[src/rtl/reg_file_pkg.sv]
// Shared widths and types for the architectural register file.
package reg_file_pkg;

    localparam int unsigned REG_POS_WID = 5;
    localparam int unsigned REG_NUM     = 1 << REG_POS_WID;
    localparam int unsigned DATA_WID    = 32;
    localparam int unsigned ROB_POS_WID = 4;
    localparam int unsigned ROB_SIZE    = 1 << ROB_POS_WID;

    typedef logic [REG_POS_WID-1:0] reg_idx_t;

endpackage

[src/rtl/reg_file_if.sv]
// Decode / commit / rollback bundle between the pipeline and the register file.
//   master: decode + ROB side (drives requests, consumes source reads)
//   slave : register file (consumes requests, drives source reads)
interface reg_file_if
    import reg_file_pkg::*;
#(
    parameter int unsigned DATA_W    = DATA_WID,
    parameter int unsigned ROB_POS_W = ROB_POS_WID
);

    logic                 rollback;

    logic                 decode;
    reg_idx_t             decode_rd;
    logic [ROB_POS_W-1:0] decode_rob_pos;
    reg_idx_t             decode_rs1;
    reg_idx_t             decode_rs2;

    logic [DATA_W-1:0]    rs1_val;
    logic                 rs1_busy;
    logic [ROB_POS_W-1:0] rs1_rob_pos;
    logic [DATA_W-1:0]    rs2_val;
    logic                 rs2_busy;
    logic [ROB_POS_W-1:0] rs2_rob_pos;

    logic                 reg_commit;
    reg_idx_t             reg_commit_rd;
    logic [DATA_W-1:0]    reg_commit_val;
    logic [ROB_POS_W-1:0] reg_commit_rob_pos;

    modport master (
        output rollback,
        output decode, decode_rd, decode_rob_pos, decode_rs1, decode_rs2,
        input  rs1_val, rs1_busy, rs1_rob_pos,
        input  rs2_val, rs2_busy, rs2_rob_pos,
        output reg_commit, reg_commit_rd, reg_commit_val, reg_commit_rob_pos
    );

    modport slave (
        input  rollback,
        input  decode, decode_rd, decode_rob_pos, decode_rs1, decode_rs2,
        output rs1_val, rs1_busy, rs1_rob_pos,
        output rs2_val, rs2_busy, rs2_rob_pos,
        input  reg_commit, reg_commit_rd, reg_commit_val, reg_commit_rob_pos
    );

endinterface

[src/rtl/reg_file.sv]
// Architectural register file with per-register rename tags.
// Ports:
//   clk  - clock
//   rst  - synchronous active-low reset
//   rdy  - global clock enable; all state holds while low
//   bus  - reg_file_if.slave: rollback, decode rename request, two source
//          read ports (combinational, with commit bypass), ROB commit port
module reg_file
    import reg_file_pkg::*;
#(
    parameter int unsigned REG_CNT   = REG_NUM,
    parameter int unsigned DATA_W    = DATA_WID,
    parameter int unsigned ROB_POS_W = ROB_POS_WID
) (
    input  logic       clk,
    input  logic       rst,
    input  logic       rdy,
    reg_file_if.slave  bus
);

    localparam int unsigned RD_W = DATA_W + 1 + ROB_POS_W;

    logic [DATA_W-1:0]    val_q  [REG_CNT];
    logic [DATA_W-1:0]    val_d  [REG_CNT];
    logic [REG_CNT-1:0]   busy_q;
    logic [REG_CNT-1:0]   busy_d;
    logic [ROB_POS_W-1:0] tag_q  [REG_CNT];
    logic [ROB_POS_W-1:0] tag_d  [REG_CNT];

    logic commit_en;
    logic rename_en;

    // One source read: x0 is constant zero; a matching commit this cycle
    // bypasses its value and reports the source as ready.
    function automatic logic [RD_W-1:0] read_port(
        input reg_idx_t             rs,
        input logic                 busy,
        input logic [ROB_POS_W-1:0] tag,
        input logic [DATA_W-1:0]    val,
        input logic                 c_en,
        input reg_idx_t             c_rd,
        input logic [ROB_POS_W-1:0] c_pos,
        input logic [DATA_W-1:0]    c_val
    );
        logic [DATA_W-1:0]    v;
        logic                 b;
        logic [ROB_POS_W-1:0] p;
        v = '0;
        b = 1'b0;
        p = '0;
        if (rs != '0) begin
            if (busy && c_en && (c_rd == rs) && (tag == c_pos)) begin
                v = c_val;
            end else begin
                v = val;
                b = busy;
                p = busy ? tag : '0;
            end
        end
        return {v, b, p};
    endfunction

    always_comb begin
        commit_en = bus.reg_commit && (bus.reg_commit_rd != '0);
        rename_en = bus.decode && !bus.rollback && (bus.decode_rd != '0);
    end

    // Next state; later assignments implement rollback > rename > commit clear.
    always_comb begin
        val_d  = val_q;
        busy_d = busy_q;
        tag_d  = tag_q;
        if (rdy) begin
            if (commit_en) begin
                val_d[bus.reg_commit_rd] = bus.reg_commit_val;
                // A tag mismatch means a younger producer still owns the register.
                if (tag_q[bus.reg_commit_rd] == bus.reg_commit_rob_pos) begin
                    busy_d[bus.reg_commit_rd] = 1'b0;
                end
            end
            if (bus.rollback) begin
                busy_d = '0;
                for (int i = 0; i < REG_CNT; i++) begin
                    tag_d[i] = '0;
                end
            end else if (rename_en) begin
                busy_d[bus.decode_rd] = 1'b1;
                tag_d[bus.decode_rd]  = bus.decode_rob_pos;
            end
        end
    end

    // State registers.
    always_ff @(posedge clk) begin
        if (!rst) begin
            busy_q <= '0;
            for (int i = 0; i < REG_CNT; i++) begin
                val_q[i] <= '0;
                tag_q[i] <= '0;
            end
        end else begin
            busy_q <= busy_d;
            for (int i = 0; i < REG_CNT; i++) begin
                val_q[i] <= val_d[i];
                tag_q[i] <= tag_d[i];
            end
        end
    end

    // Source read ports.
    always_comb begin
        {bus.rs1_val, bus.rs1_busy, bus.rs1_rob_pos} = read_port(
            bus.decode_rs1, busy_q[bus.decode_rs1], tag_q[bus.decode_rs1],
            val_q[bus.decode_rs1], bus.reg_commit, bus.reg_commit_rd,
            bus.reg_commit_rob_pos, bus.reg_commit_val);
        {bus.rs2_val, bus.rs2_busy, bus.rs2_rob_pos} = read_port(
            bus.decode_rs2, busy_q[bus.decode_rs2], tag_q[bus.decode_rs2],
            val_q[bus.decode_rs2], bus.reg_commit, bus.reg_commit_rd,
            bus.reg_commit_rob_pos, bus.reg_commit_val);
    end

endmodule

[src/flat_wrapper.sv]
// flat-port wrapper written by rule: the top's interface ports become plain ports
module reg_file_flat import reg_file_pkg::*;
#(
    parameter int unsigned REG_CNT   = REG_NUM,
    parameter int unsigned DATA_W    = DATA_WID,
    parameter int unsigned ROB_POS_W = ROB_POS_WID
)
  (clk, rst, rdy, bus_rollback, bus_decode, bus_decode_rd, bus_decode_rob_pos, bus_decode_rs1, bus_decode_rs2, bus_rs1_val, bus_rs1_busy, bus_rs1_rob_pos, bus_rs2_val, bus_rs2_busy, bus_rs2_rob_pos, bus_reg_commit, bus_reg_commit_rd, bus_reg_commit_val, bus_reg_commit_rob_pos);
  reg_file_if #(.DATA_W(DATA_W), .ROB_POS_W(ROB_POS_W)) bus_i ();
  input  logic clk;
  input  logic rst;
  input  logic rdy;
  input wire logic [$bits(bus_i.rollback)-1:0] bus_rollback;
  input wire logic [$bits(bus_i.decode)-1:0] bus_decode;
  input wire logic [$bits(bus_i.decode_rd)-1:0] bus_decode_rd;
  input wire logic [$bits(bus_i.decode_rob_pos)-1:0] bus_decode_rob_pos;
  input wire logic [$bits(bus_i.decode_rs1)-1:0] bus_decode_rs1;
  input wire logic [$bits(bus_i.decode_rs2)-1:0] bus_decode_rs2;
  output wire logic [$bits(bus_i.rs1_val)-1:0] bus_rs1_val;
  output wire logic [$bits(bus_i.rs1_busy)-1:0] bus_rs1_busy;
  output wire logic [$bits(bus_i.rs1_rob_pos)-1:0] bus_rs1_rob_pos;
  output wire logic [$bits(bus_i.rs2_val)-1:0] bus_rs2_val;
  output wire logic [$bits(bus_i.rs2_busy)-1:0] bus_rs2_busy;
  output wire logic [$bits(bus_i.rs2_rob_pos)-1:0] bus_rs2_rob_pos;
  input wire logic [$bits(bus_i.reg_commit)-1:0] bus_reg_commit;
  input wire logic [$bits(bus_i.reg_commit_rd)-1:0] bus_reg_commit_rd;
  input wire logic [$bits(bus_i.reg_commit_val)-1:0] bus_reg_commit_val;
  input wire logic [$bits(bus_i.reg_commit_rob_pos)-1:0] bus_reg_commit_rob_pos;
  assign bus_i.rollback = bus_rollback;
  assign bus_i.decode = bus_decode;
  assign bus_i.decode_rd = bus_decode_rd;
  assign bus_i.decode_rob_pos = bus_decode_rob_pos;
  assign bus_i.decode_rs1 = bus_decode_rs1;
  assign bus_i.decode_rs2 = bus_decode_rs2;
  assign bus_rs1_val = bus_i.rs1_val;
  assign bus_rs1_busy = bus_i.rs1_busy;
  assign bus_rs1_rob_pos = bus_i.rs1_rob_pos;
  assign bus_rs2_val = bus_i.rs2_val;
  assign bus_rs2_busy = bus_i.rs2_busy;
  assign bus_rs2_rob_pos = bus_i.rs2_rob_pos;
  assign bus_i.reg_commit = bus_reg_commit;
  assign bus_i.reg_commit_rd = bus_reg_commit_rd;
  assign bus_i.reg_commit_val = bus_reg_commit_val;
  assign bus_i.reg_commit_rob_pos = bus_reg_commit_rob_pos;
  reg_file #(.REG_CNT(REG_CNT), .DATA_W(DATA_W), .ROB_POS_W(ROB_POS_W)) u_core (.clk(clk), .rst(rst), .rdy(rdy), .bus(bus_i));
endmodule
[config.mk]
export PLATFORM = sky130hd
export DESIGN_NAME = reg_file_flat
export DESIGN_NICKNAME = d
export VERILOG_FILES = /design/src/rtl/reg_file_pkg.sv /design/src/rtl/reg_file_if.sv /design/src/rtl/reg_file.sv /design/src/flat_wrapper.sv
export SDC_FILE = /design/constraint.sdc
export NUM_CORES = 2
export LEC_CHECK = 0
export CORE_MARGIN = 1
export CORE_UTILIZATION = 55
export DETAILED_ROUTE_END_ITERATION = 7
export PLACE_DENSITY = 0.72
export REMOVE_ABC_BUFFERS = 1
export SLEW_MARGIN = 30
export SYNTH_ARGS = -nofsm -noshare
export SYNTH_HDL_FRONTEND = slang
export SYNTH_SLANG_ARGS = --single-unit
[constraint.sdc]
create_clock -name clk -period 7.1 [get_ports clk]
set_input_delay 1.42 -clock clk [delete_from_list [all_inputs] [get_ports clk]]
set_output_delay 1.42 -clock clk [all_outputs]
set_load 0.02 [all_outputs]
==> flow_summary.json <==
{
  "startpoint_type": "primary input",
  "finClkSkew_ns": 0.03936,
  "htree_levels": 4,
  "antenna_left": 0,
  "netlist_area_um2": 66020,
  "layout_min_cycle_time_ns": 6.554,
  "synth_ff_type": "dfxtp_1",
  "ys_types": 68,
  "clock-sinks": 1184,
  "io_pins": 140,
  "rows": 126,
  "core-area_um2": 118600,
  "fin_cells": 8415,
  "yosysWarnings": 0,
  "rsz0062_at_grt": "false",
  "power_mw": 15.17,
  "die_h_um": 348.5,
  "track_usage_pct": 40.73,
  "grt_pass1_wl_mm": 365.1,
  "cp-end-kind": "primary output",
  "critPathArrivalTime_ns": 5.13,
  "finalSetupViolCount": 0,
  "powerDensity_nw_per_um2": 207.3,
  "cts_setup_buffers": 0,
  "synthToLayoutAreaGrowth_pct": 10.85,
  "synth-edff-count": 0,
  "leakage_nw": 23.75,
  "seq_area_frac_synth_pct": 35.90,
  "slew_viol_final": 0,
  "grt_max_degree": 237,
  "worstHoldStart": "u_core.val_q[55]",
  "avgSynthCellArea_um2": 9.482,
  "nNetsFinal": 6779,
  "drcViolationCount": 3,
  "maxSlewHeadroom_pct": 25.67,
  "cts_tree": "yes",
  "timing.final.crit_share_pct": 92.31,
  "ir_worst_vdd_uv": 277.0,
  "overflow": 0,
  "fmax_mhz": 152.6,
  "die_w_um": 348.5,
  "cap_violations": 0,
  "async_flop_share_pct": 0,
  "numCtsBuffers": 132,
  "cts_hold_buf": 0,
  "reg2reg_from": "u_core.tag_q[66]",
  "clk_latency_ns": 0.77,
  "required_ns": 5.68,
  "io_buffers": 139,
  "dieArea_um2": 121400,
  "worstSetupPathType": "in2out",
  "hpwl_mm": 144.1,
  "postSynthCellCount": 6963,
  "tightest_slew_ns": 1.111,
  "dpl-instance-area_um2": 68530,
  "max-clock-path-buffers": 3,
  "outcome": "finished, violations left",
  "dp.cells": 8175,
  "drt_pre_antenna_iters": 8,
  "path_max_fanout": 41,
  "final_cell_area_um2": 73190,
  "drt_iter0_drc": 8880,
  "cp-startpoint": "bus_decode_rs2[3]",
  "finalWirelength_mm": 250.8,
  "routed-via-count": 57554,
  "gp_congestion": 0.9754,
  "layout-drive-gt1-share_pct": 17.91,
  "synth_seq_cells": 1184,
  "grt_pass1_vias": 54733,
  "clockRootBuffer": "clkbuf_16",
  "start_util_pct": 55.69,
  "antenna_found_initial": 8,
  "violations": "design-rule violations",
  "finalHoldViolations": 0,
  "cts_resized": 0,
  "fin_worst_hold_slack_ns": 0.4752,
  "clk_pin_slew_worst_paths_ns": 0.06,
  "post-route-util_pct": 61.73,
  "hold_class": "reg2reg",
  "wl_per_cell_um": 29.81,
  "viasPerCell": 6.839
}
path summary, 6_finish.rpt:
check,to,slack (ns),depth (start not counted)
setup / recovery,bus_rs2_val[2],0.55,10
hold / removal,u_core.val_q[55],0.48,2
setup reg to reg,u_core.busy_q[15],4.19,8
hold reg to reg,u_core.val_q[55],0.48,2
final cells by class:
cell class / instances / area, um^2
Clock buffer: 194 / 3975
Fill cell: 9723 / 45370
Tap cell: 1600 / 2002
Inverter: 7 / 31.28
Timing Repair Buffer: 310 / 3038
Antenna cell: 3 / 7.507
Multi-Input combinational cell: 5078 / 39880
Sequential cell: 1184 / 23700
Clock inverter: 39 / 550.5
logic make-up after synthesis:
family	count (synthesis)	synth area share (%)
xor gates and xnor gates	19	0.2520
AOI/OAI and AO/OA	1318	14.56
muxes	984	27.69
buffers and inverters	701	4.345
and+or+nand+nor	2757	17.25
DFF	1184	35.90
layer usage:
metal / part of all wire (%) / track usage (%)
met1: 35 / 51.61
met2: 43 / 60.28
met3: 14 / 12.57
met4: 7.4 / 26.22
met5: 0.048 / 0.3201
cell usage after synthesis (6+ instances only):
cell	count	share of area, %
a211oi_1	14	0.16
a21boi_0	992	11
a21oi_1	101	0.77
a221oi_1	13	0.17
a22oi_1	51	0.58
a31o_1	16	0.21
a31o_2	9	0.12
a31oi_1	13	0.12
a32o_1	6	0.091
and2_1	44	0.42
and3_1	8	0.076
and3b_1	8	0.11
and4_1	6	0.080
buf_1	20	0.11
buf_2	64	0.49
buf_4	21	0.24
buf_6	9	0.15
clkbuf_1	579	3.3
dfxtp_1	1184	36
inv_1	6	0.034
mux2_1	20	0.34
mux2_2	36	0.61
mux2_4	20	0.45
mux2i_1	248	3.8
mux4_2	658	22
nand2_1	2099	12
nand2b_1	8	0.076
nand3_1	23	0.17
nand4_1	15	0.14
nor2_1	227	1.3
nor2b_1	208	2.0
nor3_1	81	0.61
nor3b_1	9	0.10
o211ai_1	9	0.10
o21a_1	15	0.17
o21ai_0	30	0.23
o21ai_1	15	0.11
o22ai_1	12	0.11
xnor2_1	7	0.093
xor2_1	12	0.16
sequential cells by signal, summed over array words and instances (netlist names):
signal	cells
u_core.val_q	1024
u_core.busy_q	32
u_core.tag_q	128
worst max-delay path, cell delays in order:
cell and delay (ns):
buf_6 0.21, nor3b_2 0.68, buf_4 0.65, a22oi_1 0.19
o211ai_1 0.17, a21oi_1 0.08, a31oi_1 0.62, nor2_1 0.11
mux2_1 0.31, clkdlybuf4s50_1 0.54
cells in the final DEF, fill, tap and decap left out, types with 16 or more instances in the layout:
cell type,count
a21oi_1,101
nand2_2,28
nand3_1,23
nor2b_1,207
a21boi_0,992
and2_1,44
mux2i_1,248
buf_12,19
buf_4,144
nor3_1,78
nand2_1,2068
mux4_2,658
a31o_1,16
nor2_4,31
a22oi_1,51
mux2_4,20
clkbuf_16,139
nor2_1,196
clkbuf_1,26
clkinv_2,19
mux2_2,36
clkbuf_8,29
mux2_1,20
dfxtp_1,1184
o21ai_0,29
clkdlybuf4s50_1,115
where the power goes:
part | leakage [nW] | internal [mW] | switching, mW
clock | 2.23 | 4.26 | 2.95
combinational | 12.0 | 0.463 | 0.811
sequential | 9.54 | 6.67 | 0.0195
total | 23.8 | 11.4 | 3.78
per-stage QoR:
step / setup TNS [ns] / setup WS, ns
after global placement: 0 / 0.6279
after CTS: 0 / 0.5726
after floorplan: -52.43 / -1.153
final: 0 / 0.5457
after detailed placement: 0 / 0.5859
after global routing: 0 / 0.4066
Note: power is estimated with default switching activity, not from simulation.
